## config.mk

```make
export PLATFORM = sky130hd
export DESIGN_NAME = load_store_sequencer
export DESIGN_NICKNAME = d
export VERILOG_FILES = /design/src/rtl/load_store_sequencer_pkg.sv /design/src/rtl/load_store_sequencer_formatter.sv /design/src/rtl/load_store_sequencer.sv
export SDC_FILE = /design/constraint.sdc
export NUM_CORES = 1
export LEC_CHECK = 0
export BUFFER_PORTS_ARGS = -buffer_cell sky130_fd_sc_hd__buf_2
export CAP_MARGIN = 30
export CORE_ASPECT_RATIO = 1.25
export CORE_MARGIN = 1
export CORE_UTILIZATION = 50
export DETAILED_ROUTE_END_ITERATION = 12
export PLACE_DENSITY = 0.81
export SYNTH_ARGS = -nofsm -noshare
export SYNTH_HDL_FRONTEND = slang
export SYNTH_SLANG_ARGS = --single-unit
```

## constraint.sdc

```tcl
create_clock -name clock -period 10.35 [get_ports clock]
set_clock_uncertainty 0.05 [all_clocks]
set_input_delay 1.035 -clock clock [delete_from_list [all_inputs] [get_ports clock]]
set_output_delay 1.035 -clock clock [all_outputs]
set_load 0.01 [all_outputs]
```

## src/rtl/load_store_sequencer_pkg.sv

```systemverilog
// rtl/load_store_sequencer_pkg.sv - shared types and bit-extension helpers for the load/store sequencer
package load_store_sequencer_pkg;

    typedef enum logic [1:0] {
        MM_NOP           = 2'd0,
        MM_LOAD          = 2'd1,
        MM_STORE_PRELOAD = 2'd2,
        MM_STORE         = 2'd3
    } MemoryMode_t;

    typedef logic [2:0] Funct3_t;

    localparam Funct3_t F3_B  = 3'b000;
    localparam Funct3_t F3_H  = 3'b001;
    localparam Funct3_t F3_W  = 3'b010;
    localparam Funct3_t F3_BU = 3'b100;
    localparam Funct3_t F3_HU = 3'b101;

    typedef enum logic [2:0] {
        LS_IDLE,
        LS_LD_ISSUE,
        LS_LD_CAPT,
        LS_PRE_ISSUE,
        LS_PRE_CAPT,
        LS_ST_ISSUE,
        LS_DONE,
        LS_FAULT
    } LsuState_t;

    function automatic logic [31:0] sign_extend_byte(input logic [7:0] b);
        return {{24{b[7]}}, b};
    endfunction

    function automatic logic [31:0] zero_extend_byte(input logic [7:0] b);
        return {24'h0, b};
    endfunction

    function automatic logic [31:0] sign_extend_half(input logic [15:0] h);
        return {{16{h[15]}}, h};
    endfunction

    function automatic logic [31:0] zero_extend_half(input logic [15:0] h);
        return {16'h0, h};
    endfunction

    function automatic logic funct3_legal(input logic is_store, input Funct3_t f3);
        if (is_store) begin
            return (f3 == F3_B) || (f3 == F3_H) || (f3 == F3_W);
        end
        return (f3 == F3_B) || (f3 == F3_H) || (f3 == F3_W) || (f3 == F3_BU) || (f3 == F3_HU);
    endfunction

endpackage

```

## src/rtl/load_store_sequencer_formatter.sv

```systemverilog
// rtl/load_store_sequencer_formatter.sv - byte_lane_formatter: load extraction/extension and sb/sh word merge
module byte_lane_formatter
    import load_store_sequencer_pkg::*;
(
    input  logic [31:0] word,
    input  logic [31:0] rs2,
    input  logic [1:0]  offset,
    input  logic [2:0]  funct3,
    output logic [31:0] load_value,
    output logic [31:0] merged_store_word
);

    logic [7:0]  byte_sel;
    logic [15:0] half_sel;

    always_comb begin
        byte_sel = word[{offset, 3'b000} +: 8];
        half_sel = offset[1] ? word[31:16] : word[15:0];

        case (funct3)
            F3_B:    load_value = sign_extend_byte(byte_sel);
            F3_BU:   load_value = zero_extend_byte(byte_sel);
            F3_H:    load_value = sign_extend_half(half_sel);
            F3_HU:   load_value = zero_extend_half(half_sel);
            default: load_value = word;
        endcase
    end

    // Only the addressed lane is replaced; the rest of the preloaded word passes through.
    always_comb begin
        merged_store_word = word;
        case (funct3[1:0])
            2'b00: merged_store_word[{offset, 3'b000} +: 8] = rs2[7:0];
            2'b01: begin
                if (offset[1]) begin
                    merged_store_word[31:16] = rs2[15:0];
                end else begin
                    merged_store_word[15:0] = rs2[15:0];
                end
            end
            default: merged_store_word = rs2;
        endcase
    end

endmodule

```

## src/rtl/load_store_sequencer.sv

```systemverilog
// rtl/load_store_sequencer.sv - sequences memory-controller modes for one load/store, incl. sb/sh read-modify-write
module load_store_sequencer
    import load_store_sequencer_pkg::*;
#(
    parameter int READ_LATENCY = 1
) (
    input  logic        clock,
    input  logic        reset,
    input  logic        req_valid,
    input  logic        req_store,
    input  logic [2:0]  req_funct3,
    input  logic [31:0] req_rs1,
    input  logic [31:0] req_imm_i,
    input  logic [31:0] req_imm_s,
    input  logic [31:0] req_rs2,
    output MemoryMode_t mem_mode,
    output logic [2:0]  mem_funct3,
    output logic [31:0] mem_rs1,
    output logic [31:0] mem_imm_i,
    output logic [31:0] mem_imm_s,
    output logic [31:0] mem_store_data,
    input  logic [31:0] mem_read_data,
    input  logic        mem_unaligned,
    output logic        busy,
    output logic        done,
    output logic [31:0] load_result,
    output logic        error
);

    localparam logic [1:0] CNT_LAST = 2'(READ_LATENCY - 1);

    LsuState_t   state;
    LsuState_t   state_next;
    logic [1:0]  cnt;
    logic        r_store;
    logic [31:0] r_rs2;
    logic        accept;
    logic        mem_active;
    logic [1:0]  offset;
    logic [31:0] fmt_load;
    logic [31:0] fmt_merged;

    assign accept = (state == LS_IDLE) && req_valid && !error;
    assign offset = mem_rs1[1:0] + (r_store ? mem_imm_s[1:0] : mem_imm_i[1:0]);

    byte_lane_formatter u_formatter (
        .word              (mem_read_data),
        .rs2               (r_rs2),
        .offset            (offset),
        .funct3            (mem_funct3),
        .load_value        (fmt_load),
        .merged_store_word (fmt_merged)
    );

    always_ff @(posedge clock) begin
        if (reset) begin
            state <= LS_IDLE;
        end else begin
            state <= state_next;
        end
    end

    always_comb begin
        state_next = state;
        case (state)
            LS_IDLE: begin
                if (accept) begin
                    if (!funct3_legal(req_store, req_funct3)) begin
                        state_next = LS_FAULT;
                    end else if (!req_store) begin
                        state_next = LS_LD_ISSUE;
                    end else if (req_funct3 == F3_W) begin
                        state_next = LS_ST_ISSUE;
                    end else begin
                        state_next = LS_PRE_ISSUE;
                    end
                end
            end
            LS_LD_ISSUE:  if (cnt == CNT_LAST) state_next = LS_LD_CAPT;
            LS_LD_CAPT:   state_next = LS_DONE;
            LS_PRE_ISSUE: if (cnt == CNT_LAST) state_next = LS_PRE_CAPT;
            LS_PRE_CAPT:  state_next = LS_ST_ISSUE;
            LS_ST_ISSUE:  state_next = LS_DONE;
            LS_DONE:      state_next = LS_IDLE;
            LS_FAULT:     state_next = LS_IDLE;
            default:      state_next = LS_IDLE;
        endcase
        // Unaligned flag from the controller overrides any sequencing step.
        if (mem_active && mem_unaligned) begin
            state_next = LS_FAULT;
        end
    end

    always_comb begin
        mem_mode = MM_NOP;
        busy     = 1'b0;
        done     = 1'b0;
        case (state)
            LS_LD_ISSUE, LS_LD_CAPT: begin
                mem_mode = MM_LOAD;
                busy     = 1'b1;
            end
            LS_PRE_ISSUE, LS_PRE_CAPT: begin
                mem_mode = MM_STORE_PRELOAD;
                busy     = 1'b1;
            end
            LS_ST_ISSUE: begin
                mem_mode = MM_STORE;
                busy     = 1'b1;
            end
            LS_DONE, LS_FAULT: done = 1'b1;
            default: ;
        endcase
        mem_active = (mem_mode != MM_NOP);
    end

    always_ff @(posedge clock) begin
        if (reset) begin
            cnt <= 2'd0;
        end else if (((state == LS_LD_ISSUE) || (state == LS_PRE_ISSUE)) && (state_next == state)) begin
            cnt <= cnt + 2'd1;
        end else begin
            cnt <= 2'd0;
        end
    end

    always_ff @(posedge clock) begin
        if (reset) begin
            mem_funct3     <= 3'd0;
            mem_rs1        <= 32'd0;
            mem_imm_i      <= 32'd0;
            mem_imm_s      <= 32'd0;
            r_store        <= 1'b0;
            r_rs2          <= 32'd0;
            mem_store_data <= 32'd0;
            load_result    <= 32'd0;
            error          <= 1'b0;
        end else begin
            if (accept) begin
                mem_funct3 <= req_funct3;
                mem_rs1    <= req_rs1;
                mem_imm_i  <= req_imm_i;
                mem_imm_s  <= req_imm_s;
                r_store    <= req_store;
                r_rs2      <= req_rs2;
                // sw drives rs2 directly; sb/sh overwrite this with the merged word in PRE_CAPT.
                if (req_store) begin
                    mem_store_data <= req_rs2;
                end
            end
            if (state == LS_LD_CAPT) begin
                load_result <= fmt_load;
            end
            if (state == LS_PRE_CAPT) begin
                mem_store_data <= fmt_merged;
            end
            if (state_next == LS_FAULT) begin
                error <= 1'b1;
            end
        end
    end

endmodule

```

# Yosys cells after proc, flatten, opt, wreduce, memory -nomap -nowiden
# Index checks and enable logic that the tools add are counted.
# Widths: inputs -> output; s select.
[op_classes] n_addsub=3 eq_ne=17 shift=3 muxes=28 bitwise_logic=1 n_reduce_logical=25
[op_table] cell="$pmux 32 s4" count=1
[op_table] cell="$mux 32" count=3
[op_table] cell="$pmux 32 s2" count=1
[op_table] cell="$mux 16" count=3
[op_table] cell="$bwmux 32" count=1
[op_table] cell="$shift 8x7->32 const A" count=1
[op_table] cell="$shiftx 32x6->8" count=1
[op_table] cell="$shiftx 8x7->32" count=1
[op_table] cell="$eq 3x3->1 const B" count=9
[op_table] cell="$mux 3" count=7
[op_table] cell="$pmux 3 s6" count=1
[op_table] cell="$reduce_or 2->1" count=5
[op_table] cell="$eq 3x1->1 const B" count=3
[op_table] cell="$eq 3x2->1 const B" count=3
[op_table] cell="$logic_not 3->1" count=3
[op_table] cell="$mux 1" count=9
[op_table] cell="$neg 5->7" count=1
[op_table] cell="$pmux 2 s3" count=1
[op_table] cell="$reduce_bool 2->1" count=3
[op_table] cell="$logic_or 1x1->1" count=5
[op_table] cell="$reduce_or 5->1" count=1
[op_table] cell="$logic_and 1x1->1" count=4
[op_table] cell="$logic_not 2->1" count=2
[op_table] cell="$eq 3x3->1" count=1
[op_table] cell="7 further kinds" count=7
[word_totals] ff_bits=202 input_bits=168

# Longest topological paths before layout
# Gate-level depths: netlist (run 1).
[logic_depth] ltp_word=16 depth_mapped=13 mapped_depth_nobuf=11

# Modules after synthesis
# From an unflattened synthesis (run 1), not the netlist that was laid out.
[unflattened] hier_cells=1141 hier_area_um2=9293.9
[by_module_without_submodules] module="load_store_sequencer" instances=1 cells_each=916 area_per_inst_um2=7702.4 seq_area_each_um2=4043.9
[by_module_without_submodules] module="byte_lane_formatter" instances=1 cells_each=225 area_per_inst_um2=1591.5 seq_area_each_um2=0.0

# Worst setup path before layout (run 1)
# No wires, ideal clock.
[synth_path] kind="register to register" startpoint="register r_store" endpoint="register mem_store_data[28]" setup_ps=91 arrival_ps=3165 path_slack_ps=7044 stages_incl_launch_ff=13 synth_period_minus_slack_ps=3306 cell_sequence="dfxtp_1 -> mux2_2 -> ha_1 -> xor2_1 -> xnor2_2 -> inv_2 -> buf_6 -> buf_2 -> ha_1 -> nor4b_1 -> a221o_1 -> a221oi_1 -> a311oi_1"
[synth_between] elab_chain_cells=7
[synth_rtl] item="start, declared" line_no="load_store_sequencer.sv:35" source="logic r_store;"
[synth_rtl] item="start signal, assigned" line_no="load_store_sequencer.sv:144" source="r_store <= req_store;"
[synth_rtl] item="$mux 2 (*)" line_no="load_store_sequencer.sv:44" source="assign offset = mem_rs1[1:0] + (r_store ? mem_imm_s[1:0] : mem_imm_i[1:0]);"
[synth_rtl] item="$add 2x2->2 (*)" line_no="load_store_sequencer.sv:44"
[synth_rtl] item="$neg 5->7" line_no="load_store_sequencer_formatter.sv:33" source="2'b00: merged_store_word[{offset, 3'b000} +: 8] = rs2[7:0];"
[synth_rtl] item="$shiftx 8x7->32 / $shift 8x7->32 (equally long branches)" line_no="load_store_sequencer_formatter.sv:33"
[synth_rtl] item="$bwmux 32" line_no="load_store_sequencer_formatter.sv:33"
[synth_rtl] item="$pmux 32 s2 (*)" line_no="load_store_sequencer_formatter.sv:32" source="case (funct3[1:0])"
[synth_rtl] item="$mux 32 (*)" line_no="load_store_sequencer.sv:154" source="if (state == LS_PRE_CAPT) begin"
[synth_rtl] item="end signal, assigned" line_no="load_store_sequencer.sv:148" source="mem_store_data <= req_rs2;"
[synth_rtl] item="end signal, assigned" line_no="load_store_sequencer.sv:155" source="mem_store_data <= fmt_merged;"
[synth_rtl] item="end, declared" line_no="load_store_sequencer.sv:21" source="output logic [31:0] mem_store_data,"
# Every way passes the cells marked *; elsewhere a longest branch is shown, timed or not.
# A chain may end at the register's enable or synchronous reset.

# Final worst setup path (run 1)
[layout_path] startpoint="register r_store" endpoint="register mem_store_data[22]"
# Same word-level chain as after synthesis.

==> results of run 1 <==
[power groups by stage]
stage | clock [W] | combinational [W] | sequential [W]
2_1_floorplan | 0 | 0.000854 | 0.00121
3_3_place_gp | 0 | 0.00133 | 0.00117
3_5_place_dp | 0 | 0.00135 | 0.00118
4_1_cts | 0.000774 | 0.00136 | 0.00116
5_1_grt | 0.000803 | 0.00151 | 0.00119
6_report | 0.000768 | 0.00138 | 0.00117
[synth_stat cells, types with 3 or more instances]
library cell / instances
a222oi_1: 8
inv_1: 10
and2_1: 5
a21oi_1: 146
nand3b_1: 16
nor2_1: 63
a221oi_1: 21
o221ai_1: 9
clkbuf_1: 81
and3_1: 12
a22oi_1: 12
mux4_2: 9
a2111oi_0: 12
mux2i_1: 10
a31oi_1: 15
nor3b_1: 3
a311oi_1: 13
nand2_1: 320
dfxtp_1: 202
o21ai_0: 22
a211oi_1: 26
a21o_1: 8
buf_2: 5
mux2_2: 9
ha_1: 7
[cell families after synthesis]
family	Yosys count
AND/OR/NAND/NOR	435
AO/OA/AOI/OAI	309
XOR/XNOR	2
adder cells (fa/ha/maj)	7
buffers and inverters	101
flip-flops	202
multiplexers	28
[state kept, by name, summed over array words and instances, names as in the netlist]
| signal | count |
|---|---|
| cnt | 2 |
| mem_funct3 | 3 |
| r_store | 1 |
| mem_imm_s | 32 |
| mem_rs1 | 32 |
| mem_imm_i | 32 |
| mem_store_data | 32 |
| load_result | 32 |
| state | 3 |
| r_rs2 | 32 |
| error | 1 |
[path summary, 6_finish.rpt]
| kind | startpoint | endpoint | slack [ps] | depth (start not counted) |
|---|---|---|---|---|
| max | r_store$_SDFFE_PP0P_ | mem_store_data[22]$_SDFFE_PP0P_ | 6370 | 11 |
| min | mem_imm_s[20]$_SDFFE_PP0P_ | mem_imm_s[20]$_SDFFE_PP0P_ | 400 | 2 |
| max reg2reg | r_store$_SDFFE_PP0P_ | mem_store_data[22]$_SDFFE_PP0P_ | 6370 | 11 |
| min reg2reg | mem_imm_s[20]$_SDFFE_PP0P_ | mem_imm_s[20]$_SDFFE_PP0P_ | 400 | 2 |
[critical path, delay by kind of cell (launching register included)]
family / cells / cell delay (ps)
fa+ha+maj: 2 / 570
buf+inv: 1 / 470
xor+xnor: 2 / 780
compound gates: 2 / 610
simple gates: 3 / 620
flops: 1 / 370
mux: 1 / 350
[through the flow]
| stage | total power (W) | instances | hold slack [ps] | instance area, µm² | util (%) |
|---|---|---|---|---|---|
| 2_1_floorplan | 0.00206 | 1084 | 386 | 8750 | - |
| 3_3_place_gp | 0.00250 | 1561 | 388 | 10500 | 61.6 |
| 3_5_place_dp | 0.00253 | 1561 | 393 | 10500 | 61.6 |
| 4_1_cts | 0.00330 | 1595 | 401 | 11100 | 65.6 |
| 5_1_grt | 0.00351 | 1599 | 418 | 11200 | 65.8 |
| 6_report | 0.00331 | 1600 | 399 | 11200 | 65.8 |
[per-layer routing]
metal | routed length (µm) | track usage, % | part of all wire [%]
met5 | 0 | 0 | 0
met1 | 10800 | 35.8 | 37
met2 | 14500 | 54.3 | 49
met4 | 1340 | 14.9 | 4.5
met3 | 2740 | 7.51 | 9.3
[cells in the final DEF (no fill, tap or decap), types with 4 or more instances in the layout]
cell / synthesis / routed
o21ai_0: 22 / 22
a2111oi_0: 12 / 12
and2_1: 5 / 5
nand3b_1: 16 / 16
a22oi_1: 12 / 12
dfxtp_1: 202 / 201
clkinv_2: 0 / 4
mux2i_1: 10 / 10
buf_4: 2 / 11
mux4_2: 9 / 9
buf_2: 5 / 334
a311oi_1: 13 / 13
nor2_1: 63 / 63
o221ai_1: 9 / 9
a222oi_1: 8 / 8
inv_1: 10 / 10
ha_1: 7 / 7
mux2_2: 9 / 9
a21o_1: 8 / 8
a31oi_1: 15 / 15
clkbuf_16: 0 / 21
a21oi_1: 146 / 146
and3_1: 12 / 11
a211oi_1: 26 / 26
a221oi_1: 21 / 21
diode_2: 0 / 4
nand2_1: 320 / 320
[final cells by class]
type	count	area share [%]
repair buffers	347	16.0
flip-flops and latches	202	36.2
clock buffers	24	4.89
clock inverters	10	1.20
well taps	220	2.46
diodes	4	0.0896
multi-input cells	781	38.7
inverters	12	0.403
==> flow_summary.yaml, run 1 <==
detailed_routing:
  drt-pass1-iter-count: 5
  drt-initial-drc-count: 811
  route.detailed.drc: 0
  wirelength_um: 29400
  vias: 9152
  routedWlPerCell_um: 18.4
  drtAntennaViolNets: 0
  viasPerCell: 5.72
power:
  power.density_nw_per_um2: 296
  p_leak_nw: 4.82
  switching_power_w: 0.00135
  sw_frac_of_total_pct: 40.7
  p_int_w: 0.00196
  clock_power_share_pct: 23.2
  pwr-share-comb_pct: 41.6
  ir_drop_v: 0.000169
  p_seq_share_pct: 35.2
sta:
  tns_ps: 0
  hold_viol: 0
  min_period_ps: 3980
  tightest_slew_ps: 907
  fmax_ghz: 0.251
  period_share_pct: 38.4
  max_slew_margin_pct: 39.4
  maxSlewViolCount: 0
  rsz0062_at_grt: "false"
  finalWorstSetupSlack_ps: 6370
  finalSetupViolCount: 0
synth:
  yosys_warnings: 0
  synthArstFlopShare_pct: 0
  synth-compound-area-share_pct: 22.8
  synth_top_area_cell: "dfxtp_1"
  synth_area_leaders: "dfxtp_1, nand2_1, a21oi_1"
  synth-main-ff-cell: "dfxtp_1"
  ys_seq_area_share_pct: 46.2
  synthSimpleGateAreaFrac_pct: 20.5
  yosysUniqueCellTypes: 51
  avgSynthCellArea_um2: 8.07
  synth_top_area_share_pct: 46.2
  synthMuxAreaShare_pct: 4.62
  synth_edf_count: 0
  synthAdderAreaFrac_pct: 1.00
  synth-seq-cells: 202
  synth_cells: 1084
  synth_top_family_by_area: "compound AO/OA/AOI/OAI gates"
  netlist_area_um2: 8750
  syn-num-nets: 1259
  synth_xor_area_share_pct: 0.286
floorplanning:
  fp.dieArea_um2: 18000
  fp.dieW_um: 120
  io_pins: 336
  start_util_pct: 51.5
  rows: 53
  die_y_um: 150
  core_um2: 17000
setup_path:
  path_cells: "mux2_2 -> ha_1 -> xor2_1 -> xnor2_2 -> inv_2 -> ha_1 -> nor4b_1 -> nand2_1 -> o21ai_2 -> nand3b_1 -> a2111oi_0"
  end_kind: "flip-flop"
  cp_slowest_cell: "xnor2_2"
  cp-start-kind: "flip-flop"
  arrival_ps: 4290
  slowest_delay_ps: 620
  crit_top_cell: "ha_1"
  cp_max_fo: 31
  crit_type: "flip-flop to flip-flop"
  crit_required_ps: 10660
place:
  dp_slack_ps: 6420
  gp_congestion: 0.983
  port_buffers: 335
  place_hpwl_um: 20600
layout:
  seq_area_um2: 4050
  drive_gt1_share_pct: 29.9
  syn2layout_area_growth_pct: 27.7
  multi_input_area_um2: 4330
  fill_cells: 1472
  nNetsFinal: 1540
global_route:
  grt_usage_pct: 31.2
  grt_pass1_wl_um: 44400
  grt_overflow: 0
  grt_max_degree: 113
  grt_pass1_vias: 8511
  antenna_found_initial: 3
clock_tree:
  cts_tree: "built"
  clk_pin_slew_ps: 70
  post_cts_buffers: 0
  clockBufferDepth: 3
  cts_resized: 0
  clock-sinks: 202
  cts_hold_buf: 0
  numCtsBuffers: 21
  root_buffer: "clkbuf_16"
  htree_levels: 1
  clock_latency_ps: 510
min_path:
  hp-class: "flip-flop to flip-flop"
flow_run:
  maxCapViolCount: 0
outcome:
  status: "completed"
Power figures use the tool's default switching activity.
==> run 2: changes to the inputs <==
- CORE_UTILIZATION: 50 -> 44
- PLACE_DENSITY: 0.81 -> 0.76
- clock period: 10.35 -> 3.55 ns (I/O delays scaled with it)
==> flow_summary.yaml, run 2 (synthesis gave the netlist of run 1 again) <==
clock_tree:
  root_buffer: "clkbuf_16"
  clk_pin_slew_ps: 60
  clock_latency_ps: 510
  clockBufferDepth: 3
  htree_levels: 1
  clock-sinks: 202
  cts_tree: "built"
  numCtsBuffers: 22
  cts_hold_buf: 0
sta:
  max_slew_margin_pct: 29.2
  hold_slack_ps: 33.7
  finalSetupViolCount: 0
  period_share_pct: 89.2
  tightest_slew_ps: 1050
  hold_viol: 0
  rsz0062_at_grt: "false"
  maxSlewViolCount: 0
  finalWorstSetupSlack_ps: 384
  min_period_ps: 3170
  fmax_ghz: 0.316
detailed_routing:
  routedWlPerCell_um: 18.1
  viasPerCell: 5.59
  drt-initial-drc-count: 832
  drtAntennaViolNets: 0
  drt-pass1-iter-count: 5
  route.detailed.drc: 0
  vias: 9238
  wirelength_um: 29800
layout:
  syn2layout_area_growth_pct: 29.4
  nNetsFinal: 1548
  drive_gt1_share_pct: 30.3
  final_common_cell: "buf_2"
  utilization_pct: 58.2
  final_cell_mix: "buf_2, nand2_1, dfxtp_1, a21oi_1, nor2_1"
min_path:
  hp-class: "primary input to flip-flop"
  min_path_cells: 3
setup_path:
  r2r_cells: 11
  end_kind: "flip-flop"
  crit_type: "flip-flop to flip-flop"
  crit_required_ps: 3870
  cp-start-kind: "flip-flop"
  cp_max_fo: 9
  arrival_ps: 3490
place:
  place_hpwl_um: 21100
  dp_slack_ps: -51.1
  port_buffers: 335
  gp_congestion: 0.959
global_route:
  grt_pass1_vias: 8718
  antenna_found_initial: 5
  grt_usage_pct: 28.6
  grt_pass1_wl_um: 46200
  grt_overflow: 0
  grt_max_degree: 99
power:
  ir_drop_v: 0.000503
  p_leak_nw: 4.87
  power.total_w: 0.00974
  power.density_nw_per_um2: 860
floorplanning:
  rows: 57
  die_y_um: 160
  start_util_pct: 44.9
  fp.dieW_um: 128
  fp.dieArea_um2: 20500
  io_pins: 336
  core_um2: 19500
outcome:
  status: "completed"
flow_run:
  maxCapViolCount: 0
[run 2: changes by cell type in the layout (fill, tap and decap cells not counted), moves of 2 or more]
cell / change
bufinv_16: -2
buf_4: +7
clkbuf_16: +2
clkbuf_8: +4
clkinvlp_4: -2
[run 2: layer usage]
metal | part of all wire, % | global-route usage (%)
met3 | 9.4 | 6.03
met1 | 37 | 34.3
met4 | 5.7 | 17.0
met5 | 0.044 | 0
met2 | 48 | 46.8
[run 2: worst paths after layout]
path / from / endpoint / slack (ps)
worst max-delay path: r_store$_SDFFE_PP0P_ / mem_store_data[19]$_SDFFE_PP0P_ / 380
worst min-delay path: req_rs1[26] / mem_rs1[26]$_SDFFE_PP0P_ / 30
worst min register to register: mem_imm_s[5]$_SDFFE_PP0P_ / mem_imm_s[5]$_SDFFE_PP0P_ / 400
worst max register to register: r_store$_SDFFE_PP0P_ / mem_store_data[19]$_SDFFE_PP0P_ / 380
[run 2: power breakdown]
part | total (W) | switching, W | internal (W)
clock | 0.00226 | 0.000911 | 0.00134
combinational | 0.00405 | 0.00252 | 0.00153
sequential | 0.00344 | 0.000520 | 0.00292
total | 0.00974 | 0.00395 | 0.00579
[run 2: final cells by class]
type	count	area, µm²
multi-input combinational	781	4350
clock buffer	31	656
timing repair buffer	354	1840
clock inverter	4	45.0
fill	1792	8150
tap	265	332
sequential	202	4050
antenna	4	10.0
inverter	12	45.0
[run 2: repair_timing]
action,CTS,global route
pin swaps,0,1
gates cloned,0,0
endpoints found under the setup margin,5,8
buffers inserted,0,2
resized for setup,1,1
[run 2: stage by stage]
step                      setup TNS (ps)  std cells  instance area, µm²
after floorplan                        0       1084                8750
after global placement                 0       1612               10600
after detailed placement            -111       1612               10600
after CTS                              0       1647               11300
after global routing                   0       1651               11300
final                                  0       1653               11300
[run 2: critical path, cell delays in order, from the launching register on]
cell and delay (ps):
dfxtp_1 380, mux2_2 350, ha_1 190, xor2_1 320
xnor2_4 200, inv_2 150, ha_1 280, nor4b_2 290
nand2_1 110, o21ai_2 170, nand3b_1 120, a2111oi_0 430
